<file path="src/rtl/i2c_pkg.sv">
// Shared types and constants for the I2C write-only target receiver.
package i2c_pkg;

    typedef enum logic [2:0] {
        ST_IDLE,
        ST_ADDR,
        ST_ADDR_ACK,
        ST_DATA,
        ST_DATA_ACK,
        ST_IGNORE
    } i2c_state_t;

    localparam logic       I2C_ACK          = 1'b0;
    localparam logic       I2C_NACK         = 1'b1;
    localparam logic [6:0] I2C_GENCALL_ADDR = 7'h00;
    localparam logic       I2C_RW_WRITE     = 1'b0;

    // Open-drain enable needed to put the given acknowledge bit on SDA.
    function automatic logic oe_for(input logic ack_bit);
        return ack_bit == I2C_ACK;
    endfunction

endpackage

</file>
<file path="src/rtl/i2c_line_filter.sv">
// Synchronizer plus glitch filter for one I2C line; emits the filtered level and edge strobes.
module i2c_line_filter #(
    parameter int SYNC_STAGES = 2,
    parameter int FILTER_LEN  = 3
) (
    input  logic clk_in,
    input  logic rstn_in,
    input  logic line_in,
    output logic level_out,
    output logic rise_out,
    output logic fall_out
);

    localparam int CNT_W = $clog2(FILTER_LEN + 1);

    logic [SYNC_STAGES-1:0] sync_q;
    logic [CNT_W-1:0]       cnt_q;
    logic                   synced;

    assign synced = sync_q[SYNC_STAGES-1];

    always_ff @(posedge clk_in or negedge rstn_in) begin
        if (!rstn_in) begin
            sync_q <= '1;
        end else begin
            sync_q[0] <= line_in;
            for (int i = 1; i < SYNC_STAGES; i++) begin
                sync_q[i] <= sync_q[i-1];
            end
        end
    end

    // The counter tracks how long the synchronized line has disagreed with the filtered level.
    always_ff @(posedge clk_in or negedge rstn_in) begin
        if (!rstn_in) begin
            level_out <= 1'b1;
            cnt_q     <= '0;
            rise_out  <= 1'b0;
            fall_out  <= 1'b0;
        end else begin
            rise_out <= 1'b0;
            fall_out <= 1'b0;
            if (synced == level_out) begin
                cnt_q <= '0;
            end else if (cnt_q == CNT_W'(FILTER_LEN - 1)) begin
                level_out <= synced;
                cnt_q     <= '0;
                rise_out  <= synced;
                fall_out  <= ~synced;
            end else begin
                cnt_q <= cnt_q + 1'b1;
            end
        end
    end

endmodule

</file>
<file path="src/rtl/i2c_target_rx.sv">
// I2C write-only target receiver with address match, ACK generation and a one-entry byte buffer.
// Optional general-call support is enabled with the macro I2C_GENCALL_EN.
module i2c_target_rx
    import i2c_pkg::*;
#(
    parameter int SYNC_STAGES = 2,
    parameter int FILTER_LEN  = 3
) (
    input  logic       clk_in,
    input  logic       rstn_in,
    input  logic       scl_in,
    input  logic       sda_in,
    output logic       sda_oe_out,
    input  logic       enable_in,
    input  logic [6:0] own_addr_in,
    output logic [7:0] data_out,
    output logic       data_valid_out,
    input  logic       data_ready_in,
    output logic       addr_hit_out,
    output logic       stop_out,
    output logic       busy_out,
`ifdef I2C_GENCALL_EN
    output logic       gencall_out,
`endif
    output logic       overrun_out
);

`ifdef I2C_GENCALL_EN
    localparam logic GC_EN = 1'b1;
`else
    localparam logic GC_EN = 1'b0;
`endif

    logic       scl_lvl, scl_rise, scl_fall;
    logic       sda_lvl, sda_rise, sda_fall;
    logic       start_evt, stop_evt;
    logic       last_bit, is_own, is_gc, addr_ok;
    logic [7:0] full_byte;
    logic [6:0] shreg;
    logic [2:0] bitcnt;
    i2c_state_t state;

    i2c_line_filter #(.SYNC_STAGES(SYNC_STAGES), .FILTER_LEN(FILTER_LEN)) u_scl_filt (
        .clk_in    (clk_in),
        .rstn_in   (rstn_in),
        .line_in   (scl_in),
        .level_out (scl_lvl),
        .rise_out  (scl_rise),
        .fall_out  (scl_fall)
    );

    i2c_line_filter #(.SYNC_STAGES(SYNC_STAGES), .FILTER_LEN(FILTER_LEN)) u_sda_filt (
        .clk_in    (clk_in),
        .rstn_in   (rstn_in),
        .line_in   (sda_in),
        .level_out (sda_lvl),
        .rise_out  (sda_rise),
        .fall_out  (sda_fall)
    );

    // Both lines share the same delay, so SDA edges can be judged against the filtered SCL level.
    assign start_evt = sda_fall & scl_lvl;
    assign stop_evt  = sda_rise & scl_lvl;
    assign full_byte = {shreg, sda_lvl};
    assign last_bit  = scl_rise && (bitcnt == 3'd7);
    assign is_own    = (full_byte[7:1] == own_addr_in);
    assign is_gc     = GC_EN && (full_byte[7:1] == I2C_GENCALL_ADDR);
    assign addr_ok   = enable_in && (full_byte[0] == I2C_RW_WRITE) && (is_own || is_gc);

    always_ff @(posedge clk_in or negedge rstn_in) begin
        if (!rstn_in) begin
            state          <= ST_IDLE;
            shreg          <= '0;
            bitcnt         <= '0;
            sda_oe_out     <= 1'b0;
            data_out       <= '0;
            data_valid_out <= 1'b0;
            addr_hit_out   <= 1'b0;
            stop_out       <= 1'b0;
            busy_out       <= 1'b0;
            overrun_out    <= 1'b0;
        end else begin
            addr_hit_out <= 1'b0;
            stop_out     <= 1'b0;
            if (data_valid_out && data_ready_in) begin
                data_valid_out <= 1'b0;
            end

            if (!enable_in) begin
                state       <= ST_IDLE;
                bitcnt      <= '0;
                sda_oe_out  <= 1'b0;
                busy_out    <= 1'b0;
                overrun_out <= 1'b0;
            end else if (stop_evt) begin
                state      <= ST_IDLE;
                sda_oe_out <= 1'b0;
                stop_out   <= busy_out;
                busy_out   <= 1'b0;
            end else if (start_evt) begin
                state      <= ST_ADDR;
                bitcnt     <= '0;
                sda_oe_out <= 1'b0;
                busy_out   <= 1'b0;
            end else begin
                case (state)
                    ST_IDLE: begin
                    end
                    ST_ADDR: begin
                        if (scl_rise) begin
                            shreg  <= full_byte[6:0];
                            bitcnt <= bitcnt + 3'd1;
                            if (last_bit) begin
                                if (addr_ok) begin
                                    addr_hit_out <= 1'b1;
                                    busy_out     <= 1'b1;
                                    state        <= ST_ADDR_ACK;
                                end else begin
                                    state <= ST_IGNORE;
                                end
                            end
                        end
                    end
                    // First SCL fall starts driving the ACK, the next one ends the ACK clock.
                    ST_ADDR_ACK, ST_DATA_ACK: begin
                        if (scl_fall) begin
                            if (!sda_oe_out) begin
                                sda_oe_out <= oe_for(I2C_ACK);
                            end else begin
                                sda_oe_out <= oe_for(I2C_NACK);
                                bitcnt     <= '0;
                                state      <= ST_DATA;
                            end
                        end
                    end
                    ST_DATA: begin
                        if (scl_rise) begin
                            shreg  <= full_byte[6:0];
                            bitcnt <= bitcnt + 3'd1;
                            if (last_bit) begin
                                if (!data_valid_out || data_ready_in) begin
                                    data_out       <= full_byte;
                                    data_valid_out <= 1'b1;
                                    state          <= ST_DATA_ACK;
                                end else begin
                                    overrun_out <= 1'b1;
                                    state       <= ST_IGNORE;
                                end
                            end
                        end
                    end
                    ST_IGNORE: begin
                        sda_oe_out <= 1'b0;
                    end
                    default: begin
                        state <= ST_IDLE;
                    end
                endcase
            end
        end
    end

`ifdef I2C_GENCALL_EN
    always_ff @(posedge clk_in or negedge rstn_in) begin
        if (!rstn_in) begin
            gencall_out <= 1'b0;
        end else if (!enable_in || start_evt || stop_evt) begin
            gencall_out <= 1'b0;
        end else if ((state == ST_ADDR) && last_bit && addr_ok) begin
            gencall_out <= is_gc;
        end
    end
`endif

endmodule
</file>
<file path="config.mk">
export PLATFORM = sky130hd
export DESIGN_NAME = i2c_target_rx
export DESIGN_NICKNAME = d
export VERILOG_FILES = /design/src/rtl/i2c_pkg.sv /design/src/rtl/i2c_line_filter.sv /design/src/rtl/i2c_target_rx.sv
export SDC_FILE = /design/constraint.sdc
export NUM_CORES = 1
export LEC_CHECK = 0
export BUFFER_PORTS_ARGS = -buffer_cell sky130_fd_sc_hd__buf_4
export CAP_MARGIN = 30
export CORE_UTILIZATION = 35
export CTS_CLUSTER_DIAMETER = 200
export CTS_CLUSTER_SIZE = 20
export DETAILED_ROUTE_END_ITERATION = 8
export HOLD_SLACK_MARGIN = 0.15
export PLACE_DENSITY = 0.64
export SYNTH_ARGS = -nofsm -noshare
export SYNTH_HDL_FRONTEND = slang
export SYNTH_SLANG_ARGS = --single-unit
</file>
<file path="constraint.sdc">
create_clock -name clk_in -period 2.3 [get_ports clk_in]
set_input_delay 0.115 -clock clk_in [delete_from_list [all_inputs] [get_ports clk_in]]
set_output_delay 0.115 -clock clk_in [all_outputs]
set_load 0.01 [all_outputs]
</file>
==> metrics.sh <==
SYNTH_EDF_COUNT=0
SLEW_HEADROOM=0.661
HOLD_CLASS='in -> reg'
REGTOREGSTARTPOINT='state[0]'
CTSLONGESTPATHBUFFERS=2
WORST_EP_ARRIVAL_TIME_NS=2.11
TIMING_WORST_SLEW_PIN_VALUE_NS=0.509
EFFECTIVE_UTILIZATION_AT_FLOORPLAN=0.367
POSTSYNTHAREAPERCELL_UM2=12.3
FINAL_LAYOUT_SIZE_SUFFIX_GT1_FRAC=0.351
PATH_CLK_SLEW_NS=0.08
VDD_DROP_MAX_V=0.000377
FIRST_GLOBAL_VIAS=1200
ROUTE.MET3.WL_UM=100
VIAS=1271
WORST_CLOCK_SKEW_NS=0.00790
PLACEABLECOREAREA_MM2=0.00517
DRTPASS1ITERATIONS=4
DETAIL_ROUTE.ITER0.VIOLATIONS=62
ANTENNADIODECOUNT=0
YS_TYPES=45
ROUTED_MET2_LENGTH_MM=1.72
WIRE_LENGTH_OF_THE_FIRST_GLOBAL_ROUTING_PASS_MM=5.83
POSTSYNTHREGISTERBITS=41
CRIT_FANOUT=14
CRITICAL-PATH-SLOWEST-CELL='dfrtp_1'
POSTSYNTH.TOPFLOPCELL='dfrtp_1'
FIN_NETS=202
FINAL_HOLD_VIOL_COUNT=0
MIN_PERIOD_NS=1.93
SETUP_REPAIR_BUFS_AFTER_CTS=0
CRITPATHTOPFAMILY='simple AND/OR/NAND/NOR gates'
BOUNDARYPINS=27
FINAL_ANTENNA_NET_COUNT=0
FINAL_AREA_MM2=0.00232
DRT_VIA_DENSITY=4.93
CLOCK_SINK_COUNT=41
SYN_AREA_MM2=0.00190
CP.REQUIRED_NS=2.48
DETAILED_PLACE_HPWL_MM=2.46
IO_BUFFERS=26
GRT.OVERFLOW.TOTAL=0
CLK_LATENCY_NS=0.29
CTS.ROOT.BUFFER_CELL='clkbuf_8'
POST_DP_CELL_AREA_MM2=0.00214
POWER_DENSITY_mW_PER_MM2=724
CTS_TREE='built'
NUMCTSBUFFERS=5
TOTAL_POWER_OF_THE_FINAL_LAYOUT_W=0.00168
LARGEST_NET_DEGREE_AT_THE_START_OF_GLOBAL_ROUTING=42
PRE_CTS_SLACK_NS=0.379
HTREEDEPTH=2
POST-ROUTE-WORST-SETUP-SLACK_NS=0.374
SYNTH_ASYNC_SR_FLOP_SHARE=1.00
SYNTH-SEQ-AREA-SHARE=0.544
UNREPAIRED_SETUP_ENDPOINTS_AFTER_GLOBAL_ROUTING='false'
FLOORPLAN.DIE_AREA_MM2=0.00573
SYNTH.YOSYS.WARNINGS=0
ANTENNA_VIOLATIONS_BEFORE_REPAIR=0
AVGROUTEDWIREPERCELL_UM=13.5
FMAXACHIEVABLE_MHz=519
NUMBER_OF_NETS_IN_THE_SYNTHESIZED_NETLIST=169
PLACEMENT_ROWS=26
FLOORPLAN.DIE.WIDTH_UM=75.7
REPORT.FINAL.SLEW_VIOL_COUNT=0
GRT_UTIL_ALL_LAYERS=0.141
WL_MM=3.49
END_KIND='register'
WORSTSETUPPATHTYPE='reg -> reg'
ROUTE.DETAILED.DRC=0
MIN_PERIOD_OVER_PERIOD=0.837
PLACE.GP.CONGESTION=0.776
MET1_LENGTH_MM=1.63
WORST_SETUP_PATH_START_KIND='register'
SYN-INSTANCE-COUNT=154
AREA_DELTA_SYNTH_FINAL_PCT=21.9
MAXCAPVIOLCOUNT=0
TIMING.CRITICAL_PATH.BUF_INV=0
HOLD_PATH_STARTPOINT='data_ready_in'
RUN_STATUS='complete, no violations'
LIST_OF_CELLS_TRAVERSED_BY_THE_CRITICAL_PATH='nor2b_4 -> nand4_2 -> nor3_4 -> mux2_2'
SETUP_VIOL=0
SETUP_TNS_NS=0
DIE_HEIGHT_UM=75.7
CPPEAKSTAGEDELAY_NS=0.58
STATIC-LEAKAGE-POWER_nW=1.07
TOP_LAYER_USED='met4'
CP-STARTPOINT='state[0]'
[tightest hold or removal path: stages]
cell      delay, ns
buf_4          0.08
nand2b_1       0.12
o21ai_0        0.10
[through the flow]
step,hold slack (ns),std cells,util
finish,0.172,258,0.448
CTS,0.168,258,0.448
floorplan,-0.181,154,-
global route,0.191,258,0.448
global placement,0.121,246,0.414
detailed placement,0.125,246,0.414
[where the power goes]
| group | switching [W] | internal [W] |
|---|---|---|
| Sequential | 0.0000567 | 0.000792 |
| Combinational | 0.0000779 | 0.0000754 |
| Clock | 0.000244 | 0.000431 |
| Total | 0.000379 | 0.00130 |
[flip-flops by register name, summed over array words and instances, names as in the netlist]
register,count
u_scl_filt.level_out,1
u_sda_filt.fall_out,1
u_sda_filt.cnt_q,2
state,3
u_scl_filt.sync_q,2
busy_out,1
sda_oe_out,1
stop_out,1
u_scl_filt.cnt_q,2
data_valid_out,1
u_sda_filt.level_out,1
data_out,8
u_sda_filt.rise_out,1
u_scl_filt.fall_out,1
u_sda_filt.sync_q,2
u_scl_filt.rise_out,1
bitcnt,3
overrun_out,1
addr_hit_out,1
shreg,7
[cells in the final DEF, fill, tap and decap left out, drive strengths merged, types with 2 or more instances in the layout]
| master | instances |
|---|---|
| nor2 | 9 |
| buf | 27 |
| xor2 | 5 |
| xnor2 | 3 |
| nand3b | 2 |
| dlygate4sd3 | 4 |
| bufinv | 2 |
| nor4 | 3 |
| ha | 2 |
| a22o | 2 |
| dfrtp | 35 |
| mux2 | 17 |
| clkbuf | 5 |
| nor3 | 2 |
| nand2 | 11 |
| nand2b | 5 |
| o21ai | 5 |
| nand3 | 3 |
| o211ai | 3 |
| and2b | 2 |
| a211oi | 4 |
| a21oi | 4 |
| o2111a | 2 |
| and4 | 2 |
| dfstp | 6 |
| nor2b | 2 |
| o21a | 2 |
| inv | 5 |
| nand4 | 2 |
[metal layers]
layer	up-vias	global-route usage
met3	5	0.0357
met1	622	0.194
met5	-	0
met2	18	0.213
li1	626	-
met4	0	0.0556
[kinds of logic after synthesis]
logic type / share of synthesized area
adders and majority gates: 0.0132
xor gates and xnor gates: 0.0369
and+or+nand+nor: 0.146
muxes: 0.101
AOI/OAI and AO/OA: 0.124
DFF: 0.544
buffers and inverters: 0.0349
[synthesized netlist by cell type, types with 2 or more instances]
library cell	count	share of area
nand3b_1	2	0.0079
inv_1	5	0.0099
o211ai_1	3	0.012
ha_1	2	0.013
xor2_1	5	0.023
a21oi_1	4	0.011
and2b_2	2	0.0092
nor4_1	3	0.0099
a22o_1	2	0.0092
nor2_1	9	0.018
o21ai_0	4	0.011
xnor2_1	3	0.014
o2111a_1	2	0.012
clkbuf_8	2	0.014
o21a_1	2	0.0079
mux2_2	17	0.10
nand2b_1	5	0.016
and4_1	2	0.0092
nand3_1	2	0.0053
a211oi_1	4	0.016
dfrtp_1	35	0.46
nand2_1	11	0.022
dfstp_2	6	0.083
[final timing paths]
kind | endpoint | slack (ns) | cells past startpoint
min in group asynchronous | shreg[4] | 0.33 | 2
hold / removal | data_valid_out | 0.17 | 3
setup reg to reg | data_out[4] | 0.37 | 4
max in group asynchronous | u_scl_filt.sync_q[1] | 1.59 | 2
setup / recovery | data_out[4] | 0.37 | 4
hold reg to reg | u_sda_filt.sync_q[1] | 0.36 | 0
[what timing repair did]
action	in CTS	in global routing
resized for setup	0	0
setup endpoints to repair	0	0
hold buffers	4	0
endpoints found under the hold margin	41	0
[cell type report]
type                            count  area [µm²]
Clock buffer                        5        68.8
Fill cell                         470        2860
Inverter                            5        18.8
Tap cell                           70        87.6
Timing Repair Buffer               31         243
Multi-Input combinational cell    103         800
Clock inverter                      3        65.1
Sequential cell                    41        1030
Power figures use the tool's default switching activity.
